`src/rtl/leb128_fetch.sv`:
```
// LEB128 varint/varuint decoder that streams bytes from a synchronous ROM.
// Define LEB128_64B_EN to enable 64-bit operands; otherwise is_64 requests end with error 3.
module leb128_fetch #(
    parameter int MEM_DEPTH = 6,
    parameter int MEM_EXTRA = 4
) (
    input  logic                         clk,
    input  logic                         reset,
    input  logic                         start,
    input  logic [MEM_DEPTH:0]           addr_in,
    input  logic                         is_signed,
    input  logic                         is_64,
    output logic                         busy,
    output logic                         done,
    output logic [63:0]                  value,
    output logic [3:0]                   length,
    output logic [1:0]                   error,
    output logic [MEM_DEPTH:0]           mem_addr,
    output logic [MEM_EXTRA-1:0]         mem_extra,
    input  logic [(2**MEM_EXTRA)*8-1:0]  mem_data,
    input  logic                         mem_error
);

    localparam int DW = (2**MEM_EXTRA) * 8;
    localparam logic [MEM_DEPTH:0] ADDR_ONE = (MEM_DEPTH+1)'(1);

`ifdef LEB128_64B_EN
    localparam bit HAS_64 = 1'b1;
`else
    localparam bit HAS_64 = 1'b0;
`endif

    typedef enum logic [1:0] {IDLE, PRIME, DECODE} state_t;

    state_t      state;
    logic        sgn;
    logic        w64;
    logic [63:0] acc;
    logic [3:0]  cnt;
    logic [6:0]  sh;

    logic [7:0]  cur;
    logic [63:0] acc_nx;
    logic [6:0]  sh_nx;
    logic [63:0] ext;
    logic [63:0] res;
    logic        at_last;
    logic        ovf;
    logic        fin;

    logic unused_data;
    assign unused_data = ^{1'b0, mem_data[DW-1:8]};

    assign mem_extra = '0;

    always_comb begin
        cur     = mem_data[7:0];
        acc_nx  = acc | ({57'd0, cur[6:0]} << sh);
        sh_nx   = sh + 7'd7;
        at_last = (cnt == (w64 ? 4'd9 : 4'd4));
        ovf     = 1'b0;
        // Final byte: unused payload bits must be zero (unsigned) or copies of the sign.
        if (at_last) begin
            if (w64)
                ovf = sgn ? (cur[6:1] != {6{cur[0]}}) : (cur[6:1] != 6'd0);
            else
                ovf = sgn ? (cur[6:4] != {3{cur[3]}}) : (cur[6:4] != 3'd0);
            ovf = ovf | cur[7];
        end
        fin = mem_error | ovf | ~cur[7];
        ext = (sgn && cur[6]) ? (acc_nx | (~64'd0 << sh_nx)) : acc_nx;
        if (w64)
            res = ext;
        else if (sgn)
            res = {{32{ext[31]}}, ext[31:0]};
        else
            res = {32'd0, ext[31:0]};
    end

    always_ff @(posedge clk) begin
        if (reset) begin
            state    <= IDLE;
            busy     <= 1'b0;
            done     <= 1'b0;
            value    <= '0;
            length   <= '0;
            error    <= '0;
            mem_addr <= '0;
            sgn      <= 1'b0;
            w64      <= 1'b0;
            acc      <= '0;
            cnt      <= '0;
            sh       <= '0;
        end else begin
            done <= 1'b0;
            unique case (state)
                IDLE: begin
                    if (start) begin
                        value  <= '0;
                        length <= '0;
                        error  <= '0;
                        if (is_64 && !HAS_64) begin
                            done  <= 1'b1;
                            error <= 2'd3;
                        end else begin
                            state    <= PRIME;
                            busy     <= 1'b1;
                            mem_addr <= addr_in;
                            sgn      <= is_signed;
                            w64      <= is_64;
                            acc      <= '0;
                            cnt      <= '0;
                            sh       <= '0;
                        end
                    end
                end
                PRIME: begin
                    state    <= DECODE;
                    mem_addr <= mem_addr + ADDR_ONE;
                end
                DECODE: begin
                    mem_addr <= mem_addr + ADDR_ONE;
                    acc      <= acc_nx;
                    cnt      <= cnt + 4'd1;
                    sh       <= sh_nx;
                    if (fin) begin
                        state  <= IDLE;
                        busy   <= 1'b0;
                        done   <= 1'b1;
                        length <= cnt + 4'd1;
                        if (mem_error) begin
                            error <= 2'd2;
                            value <= '0;
                        end else if (ovf) begin
                            error <= 2'd1;
                            value <= '0;
                        end else begin
                            error <= 2'd0;
                            value <= res;
                        end
                    end
                end
                default: state <= IDLE;
            endcase
        end
    end

endmodule

```
`config.mk`:
```
export PLATFORM = sky130hd
export DESIGN_NAME = leb128_fetch
export DESIGN_NICKNAME = d
export VERILOG_FILES = /design/src/rtl/leb128_fetch.sv
export SDC_FILE = /design/constraint.sdc
export NUM_CORES = 1
export LEC_CHECK = 0
export CAP_MARGIN = 10
export CORE_ASPECT_RATIO = 0.8
export CORE_MARGIN = 2
export CORE_UTILIZATION = 38
export CTS_BUF_LIST = sky130_fd_sc_hd__clkbuf_4
export CTS_CLUSTER_SIZE = 10
export DETAILED_ROUTE_END_ITERATION = 8
export GPL_TIMING_DRIVEN = 0
export PLACE_DENSITY = 0.81
export SLEW_MARGIN = 25
export SYNTH_ARGS = -nofsm -noshare
export SYNTH_HDL_FRONTEND = slang
export SYNTH_SLANG_ARGS = --single-unit
export TNS_END_PERCENT = 100
```
`constraint.sdc`:
```
create_clock -name clk -period 2.5 [get_ports clk]
set_input_delay 0.5 -clock clk [delete_from_list [all_inputs] [get_ports clk]]
set_output_delay 0.5 -clock clk [all_outputs]
set_load 0.01 [all_outputs]
```
==> impl_metrics.py, run 1 <==
metrics = {
    "setup_path": {
        "regToRegStartpoint": "sh[1]$_SDFFE_PP0P_",
        "r2r-end": "value[25]$_SDFFE_PP0P_",
        "worst_setup_path_start_kind": "flip-flop",
        "crit_required_ns": 2.84,
        "criticalPathCategory": "reg -> reg",
        "worstPathArrival_ns": 2.82,
        "reg2reg_depth": 8,
        "reg2reg_slack_ns": 0.02,
        "crit_path_end_kind": "flip-flop",
        "cp_max_fo": 7,
    },
    "outcome": {
        "status": "complete, no violations",
    },
    "global_routing": {
        "antenna_found_initial": 0,
        "grt_pass1_wl_um": 28000,
        "grt_max_degree": 34,
        "grt-ovfl-total": 0,
        "grt_pass1_vias": 5044,
        "grt_usage_pct": 24.5,
    },
    "routing": {
        "ant_nets": 0,
        "drtPass1Iterations": 7,
        "wire_per_inst_um": 19.1,
        "viasPerCell": 5.88,
        "drc": 0,
        "drt_iter0_drc": 760,
        "wl_um": 18700,
        "vias": 5759,
    },
    "sta": {
        "skew_ns": 0.0224,
        "setup_viol": 0,
        "worstMarginPinSlew_ns": 0.872,
        "clock.fmax_mhz": 403,
        "finalCritPeriodShare_pct": 99.2,
        "finalHoldViolations": 0,
        "max_slew_margin_pct": 41.4,
        "finalMaxSlewViolations": 0,
        "final.setup.tns_ns": 0,
        "period_needed_ns": 2.48,
        "fin_ws_ns": 0.0193,
    },
    "layout": {
        "drive_above_1_share_pct": 17.4,
        "nFillCells": 1316,
        "final_area_um2": 7070,
        "area_growth_pct": 31.9,
        "multiInputGateArea_um2": 3210,
        "utilization_pct": 51.6,
        "seq_area_um2": 1890,
        "n_antenna_cell": 0,
        "num-nets-final": 942,
    },
    "cts": {
        "numCtsBuffers": 9,
        "clk_pin_slew_worst_paths_ns": 0.15,
        "cts_sinks": 94,
        "htreeDepth": 3,
        "ctsHoldBuffers": 0,
        "cts-root-buf": "clkbuf_4",
        "cts_buffer_depth": 2,
        "tritoncts": "yes",
        "clk_latency_ns": 0.47,
    },
    "min_path": {
        "min_to": "value[14]$_SDFFE_PP0P_",
        "timing.hold.worst.class": "reg -> reg",
        "hold_start": "value[14]$_SDFFE_PP0P_",
        "hold_path_depth": 2,
    },
    "die": {
        "coreArea_um2": 13700,
        "std_cell_rows": 38,
        "ios": 224,
        "die_h_um": 110,
        "dieArea_um2": 15100,
        "initial_utilization_pct": 39.1,
        "die_w_um": 137,
    },
    "power": {
        "peakVddDrop_mv": 0.288,
        "power_mw": 2.87,
        "leakage_nw": 2.49,
        "powerDensity_nw_per_um2": 406,
    },
    "placed_design": {
        "numPortBuffers": 98,
        "place_area_um2": 6590,
        "gp_congestion": 1.02,
        "place_ws_ns": -0.664,
        "hpwlAfterDp_um": 13200,
    },
    "synthesis": {
        "yosysSeqAreaShare_pct": 35.1,
        "synth.yosys.warnings": 0,
        "syn_area_per_cell_um2": 7.95,
        "syn-instance-count": 674,
        "synth_edf_count": 0,
        "ys_ff_latch": 94,
        "synth_area_um2": 5360,
        "synth.distinct_cells": 70,
        "synthFlopType": "dfxtp_1",
        "async_flop_share_pct": 0,
    },
    "flow_run": {
        "maxCapViolations": 0,
    },
}
## sequential cells by signal (all words and copies together), names as in the netlist
register and flops:
length 4, sh 7, acc 32, busy 1, mem_addr 7, done 1, state 2, cnt 4
sgn 1, error 2, value 33
## through the flow
| step | cells | hold WS (ns) |
|---|---|---|
| floorplan | 677 | 0.432 |
| global placement | 955 | 0.439 |
| detailed placement | 955 | 0.444 |
| CTS | 976 | 0.463 |
| global route | 979 | 0.480 |
| finish | 979 | 0.462 |
## worst max-delay path by stage
stage / start / endpoint / slack [ns] / cells after the start
floorplan: sh[1]$_SDFFE_PP0P_ / value[62]$_SDFFE_PP0P_ / 0.08 / 10
global placement: mem_data[6] / value[29]$_SDFFE_PP0P_ / -0.69 / 8
detailed placement: mem_data[6] / value[25]$_SDFFE_PP0P_ / -0.66 / 8
CTS: sh[0]$_SDFFE_PP0P_ / value[19]$_SDFFE_PP0P_ / 0.008 / 10
global route: sh[3]$_SDFFE_PP0P_ / value[20]$_SDFFE_PP0P_ / -0.01 / 8
finish: sh[1]$_SDFFE_PP0P_ / value[25]$_SDFFE_PP0P_ / 0.02 / 8
## power by group
part | switching [mW] | internal (mW)
sequential | 0.0174 | 1.52
clock | 0.545 | 0.330
combinational | 0.291 | 0.169
total | 0.854 | 2.02
## area by class of cell
class	instances	share of cell area (%)
inverter	14	0.743
clock inverter	5	0.832
sequential	94	26.8
buffer	79	6.88
tap	180	3.19
clock buffer	11	1.17
multi-input combinational	487	45.3
timing repair buffer	109	15.1
## routing by layer
metal	wire (um)	up-vias	share of wire (%)	GRT usage (%)
li1	-	2660	-	-
met1	8080	2655	43	34.9
met2	7610	391	41	36.0
met3	2510	53	13	6.45
met4	514	0	2.7	7.66
met5	0	-	0	0
## synthesized netlist by cell type, types with 8 or more instances
library cell / instances / area share (%)
a211oi_1: 20 / 2.8
a21oi_1: 74 / 6.9
a22oi_1: 28 / 3.9
a31oi_1: 8 / 0.93
buf_2: 8 / 0.75
buf_4: 38 / 5.3
clkbuf_1: 32 / 2.2
dfxtp_1: 94 / 35
inv_1: 13 / 0.91
mux2i_1: 15 / 2.8
nand2_1: 53 / 3.7
nand2b_1: 11 / 1.3
nand3_1: 16 / 1.5
nor2_1: 78 / 5.5
nor2b_1: 11 / 1.3
nor3_1: 16 / 1.5
o21ai_0: 20 / 1.9
o21ai_1: 9 / 0.84
## what timing repair did
action                     in CTS  in global routing
pin swaps                       4                  5
resized for setup              29                 54
setup buffers                   7                  4
setup endpoints to repair      75                 64
## critical path, cell delays in order, from the launching register on
cell       delay [ns]
dfxtp_4          0.38
buf_4            0.15
or4b_1           0.55
o2111ai_1        0.16
buf_4            0.23
o21bai_1         0.23
a211oi_1         0.10
a2111oi_0        0.40
a211oi_1         0.14
## cells by family (layout without fill, tap and decap cells)
group                    Yosys count  count (layout)  share of synthesized area, %
AO/OA/AOI/OAI                    223             223                          27.4
adder cells (fa/ha/maj)            7               7                          1.63
XOR/XNOR                           6               6                         0.980
multiplexers                      22              22                          4.69
buffers and inverters             96             218                          9.71
flip-flops                        94              94                          35.1
AND/OR/NAND/NOR                  225             225                          20.4
other                              1               4                        0.0700
## cells in the final DEF, fill, tap and decap left out, types with 14 or more instances in the layout
cell type	count
nor2_1	73
nor3_1	14
nand2_1	52
o21ai_0	18
clkdlybuf4s50_1	97
a22oi_1	28
dfxtp_1	90
nand3_1	15
clkbuf_1	20
a21oi_1	72
buf_4	51
a211oi_1	19
mux2i_1	14
(Power assumes the default switching activity.)
==> run 2, diff against run 1 <==
- CTS_CLUSTER_SIZE: 10 -> unset
==> results of run 2 <==
Same layout as run 1: the final DEF is identical, and so are final timing and power.
==> run 3, diff against run 2 <==
- CTS_CLUSTER_DIAMETER: unset -> 200
==> results of run 3 <==
Same layout as run 1: the final DEF is identical, and so are final timing and power.
